**config.mk**
```make
export PLATFORM = sky130hd
export DESIGN_NAME = mem_port_arbiter
export DESIGN_NICKNAME = d
export VERILOG_FILES = /design/src/rtl/arb_pkg.sv /design/src/rtl/arb_select.sv /design/src/rtl/mem_port_arbiter.sv
export SDC_FILE = /design/constraint.sdc
export NUM_CORES = 1
export LEC_CHECK = 0
export BUFFER_PORTS_ARGS = -buffer_cell sky130_fd_sc_hd__buf_2
export CORE_AREA = 4 4 283 285
export CTS_CLUSTER_DIAMETER = 50
export DETAILED_ROUTE_END_ITERATION = 6
export DIE_AREA = 0 0 287 289
export SLEW_MARGIN = 20
export SYNTH_ARGS = -nofsm -noshare
export SYNTH_HDL_FRONTEND = slang
export SYNTH_SLANG_ARGS = --single-unit
```
**constraint.sdc**
```tcl
create_clock -name clk -period 40.8 [get_ports clk]
set_input_delay 8.16 -clock clk [delete_from_list [all_inputs] [get_ports clk]]
set_output_delay 8.16 -clock clk [all_outputs]
set_load 0.1 [all_outputs]
```
**src/rtl/arb_pkg.sv**
```systemverilog
// rtl/arb_pkg.sv - shared widths, FSM states and grant encodings for mem_port_arbiter
package arb_pkg;
  localparam int ARB_ADDR_W = 28;
  localparam int ARB_DATA_W = 128;

  typedef enum logic [1:0] {IDLE, BUSY_I, BUSY_D, RESP} state_e;
  typedef enum logic {GNT_I = 1'b0, GNT_D = 1'b1} grant_e;
endpackage

```
**src/rtl/arb_select.sv**
```systemverilog
// rtl/arb_select.sv - combinational I/D winner pick for mem_port_arbiter
// ARB_ROUND_ROBIN_EN: tie goes to the requester not granted last; otherwise D always wins a tie.
module arb_select
  import arb_pkg::*;
(
  input  logic   i_req,
  input  logic   d_req,
  input  grant_e last_grant,
  output logic   gnt_valid,
  output grant_e gnt
);

`ifdef ARB_ROUND_ROBIN_EN
  always_comb begin
    gnt_valid = i_req | d_req;
    gnt       = d_req ? GNT_D : GNT_I;
    if (i_req && d_req) begin
      gnt = (last_grant == GNT_I) ? GNT_D : GNT_I;
    end
  end
`else
  logic unused_last_grant;
  assign unused_last_grant = last_grant;

  always_comb begin
    gnt_valid = i_req | d_req;
    gnt       = d_req ? GNT_D : GNT_I;
  end
`endif

endmodule

```
**src/rtl/mem_port_arbiter.sv**
```systemverilog
// rtl/mem_port_arbiter.sv - shares one line-wide memory port between I-cache and D-cache refills
// Tie policy selected in arb_select by ARB_ROUND_ROBIN_EN.
module mem_port_arbiter
  import arb_pkg::*;
#(
  parameter int ADDR_W = ARB_ADDR_W,
  parameter int DATA_W = ARB_DATA_W
) (
  input  logic              clk,
  input  logic              rst,
  input  logic              i_read,
  input  logic [ADDR_W-1:0] i_addr,
  output logic [DATA_W-1:0] i_rdata,
  output logic              i_ready,
  input  logic              d_read,
  input  logic              d_write,
  input  logic [ADDR_W-1:0] d_addr,
  input  logic [DATA_W-1:0] d_wdata,
  output logic [DATA_W-1:0] d_rdata,
  output logic              d_ready,
  output logic              mem_read,
  output logic              mem_write,
  output logic [ADDR_W-1:0] mem_addr,
  output logic [DATA_W-1:0] mem_wdata,
  input  logic [DATA_W-1:0] mem_rdata,
  input  logic              mem_ready
);

  state_e            state_q, state_d;
  grant_e            last_grant_q, last_grant_d;
  logic              mem_read_q, mem_read_d;
  logic              mem_write_q, mem_write_d;
  logic [ADDR_W-1:0] mem_addr_q, mem_addr_d;
  logic [DATA_W-1:0] mem_wdata_q, mem_wdata_d;
  logic [DATA_W-1:0] i_rdata_q, i_rdata_d;
  logic [DATA_W-1:0] d_rdata_q, d_rdata_d;
  logic              i_ready_q, i_ready_d;
  logic              d_ready_q, d_ready_d;

  logic   gnt_valid;
  grant_e gnt;
  logic   d_req;

  assign d_req = d_read | d_write;

  arb_select u_select (
    .i_req      (i_read),
    .d_req      (d_req),
    .last_grant (last_grant_q),
    .gnt_valid  (gnt_valid),
    .gnt        (gnt)
  );

  always_comb begin
    state_d      = state_q;
    last_grant_d = last_grant_q;
    mem_read_d   = mem_read_q;
    mem_write_d  = mem_write_q;
    mem_addr_d   = mem_addr_q;
    mem_wdata_d  = mem_wdata_q;
    i_rdata_d    = i_rdata_q;
    d_rdata_d    = d_rdata_q;
    i_ready_d    = 1'b0;
    d_ready_d    = 1'b0;

    case (state_q)
      IDLE: begin
        if (gnt_valid) begin
          last_grant_d = gnt;
          if (gnt == GNT_D) begin
            // A simultaneous read+write from D is treated as the writeback.
            state_d     = BUSY_D;
            mem_addr_d  = d_addr;
            mem_write_d = d_write;
            mem_read_d  = ~d_write;
            mem_wdata_d = d_write ? d_wdata : '0;
          end else begin
            state_d     = BUSY_I;
            mem_addr_d  = i_addr;
            mem_read_d  = 1'b1;
            mem_write_d = 1'b0;
            mem_wdata_d = '0;
          end
        end
      end
      BUSY_I: begin
        if (mem_ready) begin
          i_rdata_d   = mem_rdata;
          i_ready_d   = 1'b1;
          mem_read_d  = 1'b0;
          mem_write_d = 1'b0;
          state_d     = RESP;
        end
      end
      BUSY_D: begin
        if (mem_ready) begin
          d_rdata_d   = mem_rdata;
          d_ready_d   = 1'b1;
          mem_read_d  = 1'b0;
          mem_write_d = 1'b0;
          state_d     = RESP;
        end
      end
      RESP:    state_d = IDLE;
      default: state_d = IDLE;
    endcase
  end

  always_ff @(posedge clk or posedge rst) begin
    if (rst) begin
      state_q      <= IDLE;
      last_grant_q <= GNT_I;
      mem_read_q   <= 1'b0;
      mem_write_q  <= 1'b0;
      mem_addr_q   <= '0;
      mem_wdata_q  <= '0;
      i_rdata_q    <= '0;
      d_rdata_q    <= '0;
      i_ready_q    <= 1'b0;
      d_ready_q    <= 1'b0;
    end else begin
      state_q      <= state_d;
      last_grant_q <= last_grant_d;
      mem_read_q   <= mem_read_d;
      mem_write_q  <= mem_write_d;
      mem_addr_q   <= mem_addr_d;
      mem_wdata_q  <= mem_wdata_d;
      i_rdata_q    <= i_rdata_d;
      d_rdata_q    <= d_rdata_d;
      i_ready_q    <= i_ready_d;
      d_ready_q    <= d_ready_d;
    end
  end

  assign mem_read  = mem_read_q;
  assign mem_write = mem_write_q;
  assign mem_addr  = mem_addr_q;
  assign mem_wdata = mem_wdata_q;
  assign i_rdata   = i_rdata_q;
  assign d_rdata   = d_rdata_q;
  assign i_ready   = i_ready_q;
  assign d_ready   = d_ready_q;

endmodule

```
==> results of run 1 <==
[sequential cells by signal, summed over array words and instances, names as in the netlist]
| register | count |
|---|---|
| mem_read | 1 |
| d_rdata | 128 |
| mem_addr | 28 |
| mem_wdata | 128 |
| i_rdata | 128 |
| state_q | 2 |
| d_ready | 1 |
| i_ready | 1 |
| mem_write | 1 |
[how the worst max path moves through the flow]
stage,cells after the start,end,slack (ns),start
after floorplan,1,d_rdata[0],21.01,rst
after global placement,5,d_rdata[87],29.68,rst
after detailed placement,5,i_rdata[87],29.67,rst
after CTS,5,d_rdata[86],30.32,rst
after global routing,5,d_rdata[86],29.99,rst
final,5,d_rdata[86],30.46,rst
[metrics by stage]
stage	setup slack [ns]	utilization	area, um2	std cells
after floorplan	21.01	-	16140	1248
after CTS	30.32	0.2925	22620	3049
final	30.46	0.2928	22640	3058
after global placement	29.68	0.2688	20790	2953
after detailed placement	29.67	0.2688	20790	2953
after global routing	29.99	0.2925	22620	3051
[worst reg2reg max path, cell delays in order (launching register included)]
cell and delay, ns:
dfrtp_1 0.37, inv_1 0.11, ha_4 0.32, o31ai_4 0.11, buf_4 0.77, buf_4 0.86, nand2_1 0.26, nand2_1 0.09
[layout make-up]
type / instances / share of cell area
Tap cell: 1040 / 0.05747
Inverter: 7 / 0.001603
Clock inverter: 25 / 0.01553
Timing Repair Buffer: 744 / 0.1663
Antenna cell: 9 / 0.0009947
Multi-Input combinational cell: 744 / 0.2309
Sequential cell: 418 / 0.4620
Clock buffer: 71 / 0.06515
[per-layer routing]
layer,track usage,share of wire,up-vias
met1,0.1251,0.37,5880
met4,0.04023,0.033,6
met2,0.1959,0.49,508
met3,0.04382,0.10,90
li1,-,-,5690
met5,0,0.00083,-
[cell usage in the layout (no fill, tap or decap)]
cell type / instances
buf_4: 11
diode_2: 9
nand2_2: 1
nand2_4: 1
mux2_1: 12
bufinv_16: 6
clkbuf_8: 6
dfrtp_1: 418
clkbuf_16: 54
buf_12: 1
nand3_1: 128
o21ba_2: 1
a21oi_1: 1
ha_4: 1
mux2i_1: 32
ha_1: 3
clkinv_8: 1
inv_1: 4
inv_6: 3
inv_8: 5
o31ai_4: 1
clkinv_4: 1
clkbuf_1: 11
nor2_4: 1
o2bb2ai_1: 2
buf_2: 732
clkinv_2: 7
a32oi_1: 1
mux2_2: 245
o21ai_0: 28
a32o_1: 1
inv_16: 1
nor2_1: 1
nand2_1: 284
clkinvlp_4: 4
[cells by family (layout without fill, tap and decap cells)]
family,count (synthesis),count (layout),share of synthesized area
compound gates,35,35,0.01318
other cells,0,9,0
simple gates,416,416,0.1073
mux,289,289,0.1992
buf+inv,86,847,0.02900
fa+ha+maj,4,4,0.003102
flops,418,418,0.6482
==> metrics.md, run 1 <==
| Metric | Value |
|---|---|
| Outcome | `complete, no violations` |
| Final Wtd Congestion | `0.8007` |
| Later-pin clock latency in the skew report | `0.59 ns` |
| DRC | `0` |
| Max incr delay on CP | `0.68 ns` |
| Most used cell, CP | `buf_4` |
| Most frequent cell after synthesis | `dfrtp_1` |
| Initial DRC count | `372` |
| Top cell family by delay on the critical path | `buffers and inverters` |
| Post-Syn Area | `16,140 um2` |
| ANT nets after route | `0` |
| Crit path buffers/inverters | `5` |
| Post-CTS Hold Buffers | `0` |
| Slew @ Worst Pin | `1.091 ns` |
| Critical path data arrival time | `10.98 ns` |
| Antenna violations before repair | `11` |
| Hold path startpoint | `mem_wdata[80]` |
| Critical path cell sequence | `buf_2 -> inv_8 -> buf_12 -> buf_4 -> buf_4` |
| Vias per cell | `3.981` |
| Yosys cell types | `23` |
| Fillers | `8,040` |
| Number of synthesized flops with an enable pin | `0` |
| Sequential-to-total area share from yosys stat | `0.6482` |
| DPL Wire Length | `36.58 mm` |
| CP max FO | `139` |
| Vias | `12,170` |
| Total CTS buffers | `53` |
| Hold Fails Final Rpt | `0` |
| Cts repair resizes | `0` |
| Drt wl/cell | `16.24 um` |
| FF-to-FF Start | `state_q[1]` |
| Setup_tns | `0 ns` |
| Post-synthesis to final-layout area growth | `40.31%` |
| Slowest CP cell | `buf_4` |
| Unrepaired setup endpoints after global routing | `false` |
| Core footprint | `77,340 um2` |
| First-pass GRT wire length | `74.43 mm` |
| PortBufs | `733` |
| Max_slew headroom | `0.2712` |
| Final Max Slew Viols | `0` |
| Setup repair bufs after CTS | `0` |
| Startpoint types | `input port` |
| WHS Endpoint | `mem_wdata[80]` |
| Largest cells by area after synthesis | `dfrtp_1, mux2_2, nand2_1` |
| Clk sinks | `418` |
| WHS | `0.4567 ns` |
| CTS clk-pin slew, worst paths | `0.05 ns` |
| Avg Synthesized Cell Area | `12.93 um2` |
| DRT Pass-1 Iters | `4` |
| Final number of setup-violating endpoints | `0` |
| Hold Crit Depth | `2` |
| IO Pins | `734` |
| Initial Utilization | `0.2086` |
| Die area | `82,940 um2` |
| Largest net degree at the start of global routing | `140` |
| Root Driver | `clkbuf_16` |
| Worst R2R End | `mem_wdata[91]` |
| Crit end category | `asynchronous set/reset pin` |
| Largest area contributor in the netlist | `dfrtp_1` |
| Synth top area share | `0.6482` |
| Seq cells post-synth | `418` |
| Ranking of synthesized cells by instance count | `dfrtp_1, nand2_1, mux2_2, nand3_1` |
| Critical path required time | `41.44 ns` |
| Area of the multi-input gates | `5229 um2` |
| Chip height | `289 um` |
| Clock Skew | `0.01256 ns` |
| Fraction of layout cells with a size suffix above 1 | `0.5391` |
| MaxCap Viol Count | `0` |
| H-Tree Depth | `2` |
| Worst Hold Class | `reg -> reg` |
| Synth Instances | `1,248` |
| Clk buf depth | `3` |
| Syn_nets | `1,570` |
| Primary FF master, synth | `dfrtp_1` |
| GRT overflow | `0` |
| Min Tclk post-route | `10.34 ns` |
| CTS tree | `built` |
| Synth Warn # | `0` |
| Worst reg-to-reg setup slack | `37.86 ns` |
| Vias in the first global route | `12,690` |
| Die Wd | `287 um` |
| Period utilisation layout | `0.2535` |
| Final nets | `2,290` |
| DRT Wirelength | `49.66 mm` |
| Reg2reg path depth | `7` |
| CP Class | `in -> async` |
| Max Freq | `0.09668 GHz` |
| Async set-or-reset flop fraction in the synthesized netlist | `1.000` |
| FF/Latch Area | `10,460 um2` |
| All-Layer GR Usage | `0.1124` |
| FP Rows | `102` |
Power of run 1 is not shown: default switching activity piles up to over one toggle a cycle in this logic, so the estimate is an artifact.
==> inputs of run 2 (changes only) <==
Settings changed: CORE_AREA 4 4 283 285 to 4 4 286 288, DIE_AREA 0 0 287 289 to 0 0 290 292.
Clock period 40.8 ns to 10.2 ns, I/O delays scaled along.
==> run 2 against run 1 <==
Wire length up 3.3%. Die area up 2.1%. Worst hold slack about the same. Sequential share of layout area down 0.22 points. Final area up 0.48%. Register-to-register slack worse by 31 ns. Sequential cell count unchanged. Clock skew up 0.0069 ns. Worst setup slack worse by 24 ns. Core utilization down 0.43 points. Clock-buffer cell count up 6. Non-clock buffer count up 2.
==> metrics.md, run 2 (synthesis gave the netlist of run 1 again) <==
| Metric | Value |
|---|---|
| Die Wd | `290 um (+1.0%)` |
| DP Worst Slack | `5.522 ns (-24.14 ns)` |
| DP Area | `20,840 um2 (+0.24%)` |
| Critical path data arrival time | `4.61 ns (-6.37 ns)` |
| Worst setup margin | `6.119 ns (-24.34 ns)` |
| Unrepaired setup endpoints after global routing | `false` |
| H-Tree Depth | `2 (unchanged)` |
| Setup repair bufs after CTS | `0 (unchanged)` |
| Crit end category | `flop` |
| DRT Wirelength | `51.31 mm (+3.3%)` |
| ANT nets after route | `0 (unchanged)` |
| Die area | `84,680 um2 (+2.1%)` |
| Final number of setup-violating endpoints | `0 (unchanged)` |
| Post-CTS Hold Buffers | `0 (unchanged)` |
| Design Area, Final | `22,750 um2 (+0.48%)` |
| Outcome | `complete, no violations` |
| Chip height | `292 um (+1.0%)` |
| GRT overflow | `0 (unchanged)` |
| Initial Utilization | `0.2046 (-0.004051)` |
| Fraction of layout cells with a size suffix above 1 | `0.5412 (+0.002096)` |
| Critical path required time | `10.73 ns (-30.71 ns)` |
| Reg2reg path depth | `7 (unchanged)` |
| PortBufs | `733 (unchanged)` |
| Drt wl/cell | `16.69 um (+2.8%)` |
| Max_slew headroom | `0.3343 (+0.06310)` |
| DPL Wire Length | `37.85 mm (+3.5%)` |
| Final nets | `2,294 (+0.17%)` |
| CP max FO | `100 (-28%)` |
| Hold Crit Depth | `2 (unchanged)` |
| First-pass GRT wire length | `79.41 mm (+6.7%)` |
| CTS tree | `built` |
| Clk sinks | `418 (unchanged)` |
| Core footprint | `78,870 um2 (+2.0%)` |
| Post-synthesis to final-layout area growth | `40.99%` |
| Final Wtd Congestion | `0.8023 (+0.20%)` |
| CTS clk-pin slew, worst paths | `0.05 ns (about the same)` |
| Later-pin clock latency in the skew report | `0.60 ns (about the same)` |
| Cts repair resizes | `0 (unchanged)` |
| Worst Hold Class | `reg -> reg` |
| Commonest non-fill, non-tap cell in the layout | `buf_2` |
| Vias per cell | `3.998 (+0.43%)` |
| Largest net degree at the start of global routing | `152 (+8.6%)` |
| Min Tclk post-route | `4.081 ns` |
| FP Rows | `103 (+0.98%)` |
| Total CTS buffers | `55 (+3.8%)` |
| WHS | `0.4569 ns (+0.0001460 ns)` |
| Final Max Slew Viols | `0 (unchanged)` |
| Hold Fails Final Rpt | `0 (unchanged)` |
| Antenna violations before repair | `18 (+7)` |
| Root Driver | `clkbuf_16` |
| Initial DRC count | `441 (+19%)` |
| IO Pins | `734 (unchanged)` |
| MaxCap Viol Count | `0 (unchanged)` |
| Vias | `12,290 (+0.99%)` |
| All-Layer GR Usage | `0.1164 (+0.003952)` |
| Clk buf depth | `3 (unchanged)` |
| Startpoint types | `input port` |
| Slew @ Worst Pin | `0.9986 ns (-0.09206 ns)` |
| CP Class | `in -> reg` |
| Setup_tns | `0 ns (unchanged)` |
| DRT Pass-1 Iters | `4 (unchanged)` |
| Most frequent cells in the layout | `buf_2, dfrtp_1, nand2_1` |
| Clock Skew | `0.01949 ns (+0.006924 ns)` |
| Max Freq | `0.2450 GHz` |
| DRC | `0 (unchanged)` |
| Period utilisation layout | `0.4001` |
| Vias in the first global route | `13,120 (+3.4%)` |
[run 2: cell count changes in the layout (fill, tap and decap cells not counted), moves of 2 or more]
cell | before | now
clkbuf_8 | 6 | 12
bufinv_16 | 6 | 4
buf_12 | 1 | 3
clkinvlp_4 | 4 | 2
[run 2: path summary, 6_finish.rpt]
kind | slack (ns) | start | end
max in group asynchronous | 7.13 | rst | mem_addr[17]
hold reg to reg | 0.46 | mem_wdata[72] | mem_wdata[72]
setup reg to reg | 7.26 | state_q[1] | mem_wdata[87]
setup / recovery | 6.12 | d_write | mem_wdata[87]
hold / removal | 0.46 | mem_wdata[72] | mem_wdata[72]
min in group asynchronous | 1.70 | rst | i_rdata[95]
[run 2: stage by stage]
stage	std cells	utilization
3_5_place_dp	2965	0.2642
5_1_grt	3069	0.2883
2_1_floorplan	1248	-
3_3_place_gp	2965	0.2642
4_1_cts	3066	0.2882
6_report	3075	0.2885
[run 2: final cells by class]
cell class                 instances  area (um2)
multi-input combinational        744        5229
fill                            8264       56120
clock buffer                      77        1579
antenna                            9       22.52
timing repair buffer             746        3806
tap                             1050        1314
clock inverter                    24       307.8
sequential                       418       10460
inverter                           7       32.53
[run 2: routing by layer]
layer | up-vias | GRT usage | wire length [um]
met4 | 10 | 0.04318 | 1501
li1 | 5697 | - | -
met2 | 534 | 0.1988 | 25210
met1 | 5953 | 0.1313 | 19760
met3 | 100 | 0.04670 | 4753
met5 | - | 0 | 80
[run 2: worst max-delay path, cell delays in order]
cell     delay [ns]
buf_4          0.29
o31ai_4        0.29
buf_4          0.77
buf_4          0.80
nand2_1        0.12
nand2_1        0.09
Power of run 2 is left out for the same reason.
==> inputs of run 3 (changes only) <==
Settings changed: CORE_AREA 4 4 286 288 to 4 4 282 284, DIE_AREA 0 0 290 292 to 0 0 286 288.
Clock period 10.2 ns to 3.3 ns, I/O delays scaled along.
==> run 3 against run 2 <==
Final cell count grew 0.49%. Final area increased by 1.4%. Critical path depth stayed put. Core utilization grew 1.1 points. Non-clock buffer count grew 21. Sequential cell count stayed put. Die area decreased by 2.7%. Largest cell class unchanged.
==> metrics.md, run 3 (synthesis gave the netlist of run 1 again) <==
| Metric | Value |
|---|---|
| Outcome | `complete, no violations` |
| Crit end category | `flop` |
| Placed insts | `2,976 (+0.37%)` |
| Fillers | `8,068 (-2.4%)` |
| Final number of setup-violating endpoints | `0 (unchanged)` |
| First-pass GRT wire length | `76.36 mm (-3.8%)` |
| Min Tclk post-route | `2.176 ns` |
| Post-CTS Hold Buffers | `0 (unchanged)` |
| Critical path required time | `3.75 ns (-6.98 ns)` |
| Root Driver | `clkbuf_16` |
| Cts repair resizes | `0 (unchanged)` |
| Core footprint | `77,080 um2 (-2.3%)` |
| CP max FO | `25 (-75%)` |
| Critical path data arrival time | `2.62 ns (-1.99 ns)` |
| DRT Pass-1 Iters | `4 (unchanged)` |
| Unrepaired setup endpoints after global routing | `false` |
| Post-synthesis to final-layout area growth | `43.00%` |
| Vias per cell | `3.977 (-0.52%)` |
| Commonest non-fill, non-tap cell in the layout | `buf_2` |
| Area of the multi-input gates | `5229 um2 (unchanged)` |
| Final core utilization | `0.2994 (+0.01091)` |
| Setup repair bufs after CTS | `0 (unchanged)` |
| GRT overflow | `0 (unchanged)` |
| Initial DRC count | `433 (-1.8%)` |
| Crit path buffers/inverters | `3 (unchanged)` |
| Max_slew headroom | `0.4997 (+0.1654)` |
| Initial Utilization | `0.2093 (+0.004742)` |
| Worst reg-to-reg setup slack | `1.12 ns (-6.14 ns)` |
| DRT Wirelength | `50.26 mm (-2.1%)` |
| DPL Wire Length | `38.06 mm (+0.57%)` |
| ANT nets after route | `0 (unchanged)` |
| Die area | `82,370 um2 (-2.7%)` |
| Vias in the first global route | `12,890 (-1.7%)` |
| Die Wd | `286 um (-1.4%)` |
| CTS clk-pin slew, worst paths | `0.06 ns (about the same)` |
| PortBufs | `733 (unchanged)` |
| Worst Hold Class | `in -> async` |
| All-Layer GR Usage | `0.1159 (-0.0005237)` |
| Slew @ Worst Pin | `0.7504 ns (-0.2482 ns)` |
| Clk sinks | `418 (unchanged)` |
| Clk buf depth | `3 (unchanged)` |
| Total CTS buffers | `57 (+3.6%)` |
| Drt wl/cell | `16.26 um (-2.5%)` |
| Critical path cell sequence | `inv_1 -> ha_1 -> nand2_2 -> clkinv_2 -> buf_12 -> mux2_1` |
| Max incr delay on CP | `0.50 ns (-0.30 ns)` |
| Antenna violations before repair | `18 (unchanged)` |
| FP Rows | `102 (-0.97%)` |
| Final Non-Filler Cells | `3,090 (+0.49%)` |
| Period utilisation layout | `0.6593` |
| CP Class | `reg -> reg` |
| Crit path from | `state_q[1]` |
| Largest net degree at the start of global routing | `122 (-20%)` |
| FF-to-FF Start | `state_q[1]` |
| MaxCap Viol Count | `0 (unchanged)` |
| Final Max Slew Viols | `0 (unchanged)` |
| IO Pins | `734 (unchanged)` |
| Slowest CP cell | `clkinv_2` |
| Clock Skew | `0.01473 ns (-0.004760 ns)` |
| WHS | `0.1382 ns (-0.3187 ns)` |
| Chip height | `288 um (-1.4%)` |
| Max Freq | `0.4597 GHz` |
| Vias | `12,290 (-0.033%)` |
| FF/Latch Area | `10,460 um2 (unchanged)` |
| Fraction of layout cells with a size suffix above 1 | `0.5487 (+0.007532)` |
| Final nets | `2,317 (+1.0%)` |
| Top cell family by delay on the critical path | `buffers and inverters` |
| Later-pin clock latency in the skew report | `0.58 ns (-0.02 ns)` |
| H-Tree Depth | `2 (unchanged)` |
| Most frequent cells in the layout | `buf_2, dfrtp_1, nand2_1` |
| CTS tree | `built` |
| Hold Fails Final Rpt | `0 (unchanged)` |
| Final Wtd Congestion | `0.8221 (+2.5%)` |
| DRC | `0 (unchanged)` |
| Startpoint types | `flop` |
run 3: through the flow:
step           area (um2)  setup TNS [ns]  setup WS [ns]
2_1_floorplan       16140        -1252.97         -2.998
3_3_place_gp        21140               0          1.008
3_5_place_dp        21140               0         0.9569
4_1_cts             23060               0          1.072
5_1_grt             23060               0         0.9904
6_report            23080               0          1.124
run 3: worst reg2reg max path: cells and delay by family, from the launching register on:
family / cells / cell delay (ns)
buffers and inverters: 3 / 1.05
flip-flops: 1 / 0.36
multiplexers: 1 / 0.32
adder cells (fa/ha/maj): 1 / 0.22
AND/OR/NAND/NOR: 1 / 0.10
run 3: final timing paths:
| path | cells past startpoint | to |
|---|---|---|
| setup / recovery | 6 | i_rdata[84] |
| hold / removal | 2 | mem_addr[8] |
| setup reg to reg | 6 | i_rdata[84] |
| hold reg to reg | 2 | mem_wdata[95] |
| max in group asynchronous | 3 | mem_wdata[90] |
| min in group clk | 3 | mem_wdata[101] |
run 3: final cells by class:
cell class / instances / area share
Timing Repair Buffer: 767 / 0.1783
Clock buffer: 77 / 0.07119
Antenna cell: 7 / 0.0007591
Tap cell: 1040 / 0.05639
Clock inverter: 30 / 0.01215
Sequential cell: 418 / 0.4533
Inverter: 7 / 0.001356
Multi-Input combinational cell: 744 / 0.2266
run 3: per-layer routing:
metal / vias up / share of wire / global-route usage / wire length [um]
met5: - / 0.0028 / 0 / 140
met4: 20 / 0.021 / 0.03030 / 1066
met3: 85 / 0.10 / 0.04513 / 5004
met2: 511 / 0.49 / 0.2008 / 24830
met1: 5912 / 0.38 / 0.1342 / 19220
li1: 5762 / - / - / -
Power of run 3 is left out for the same reason.
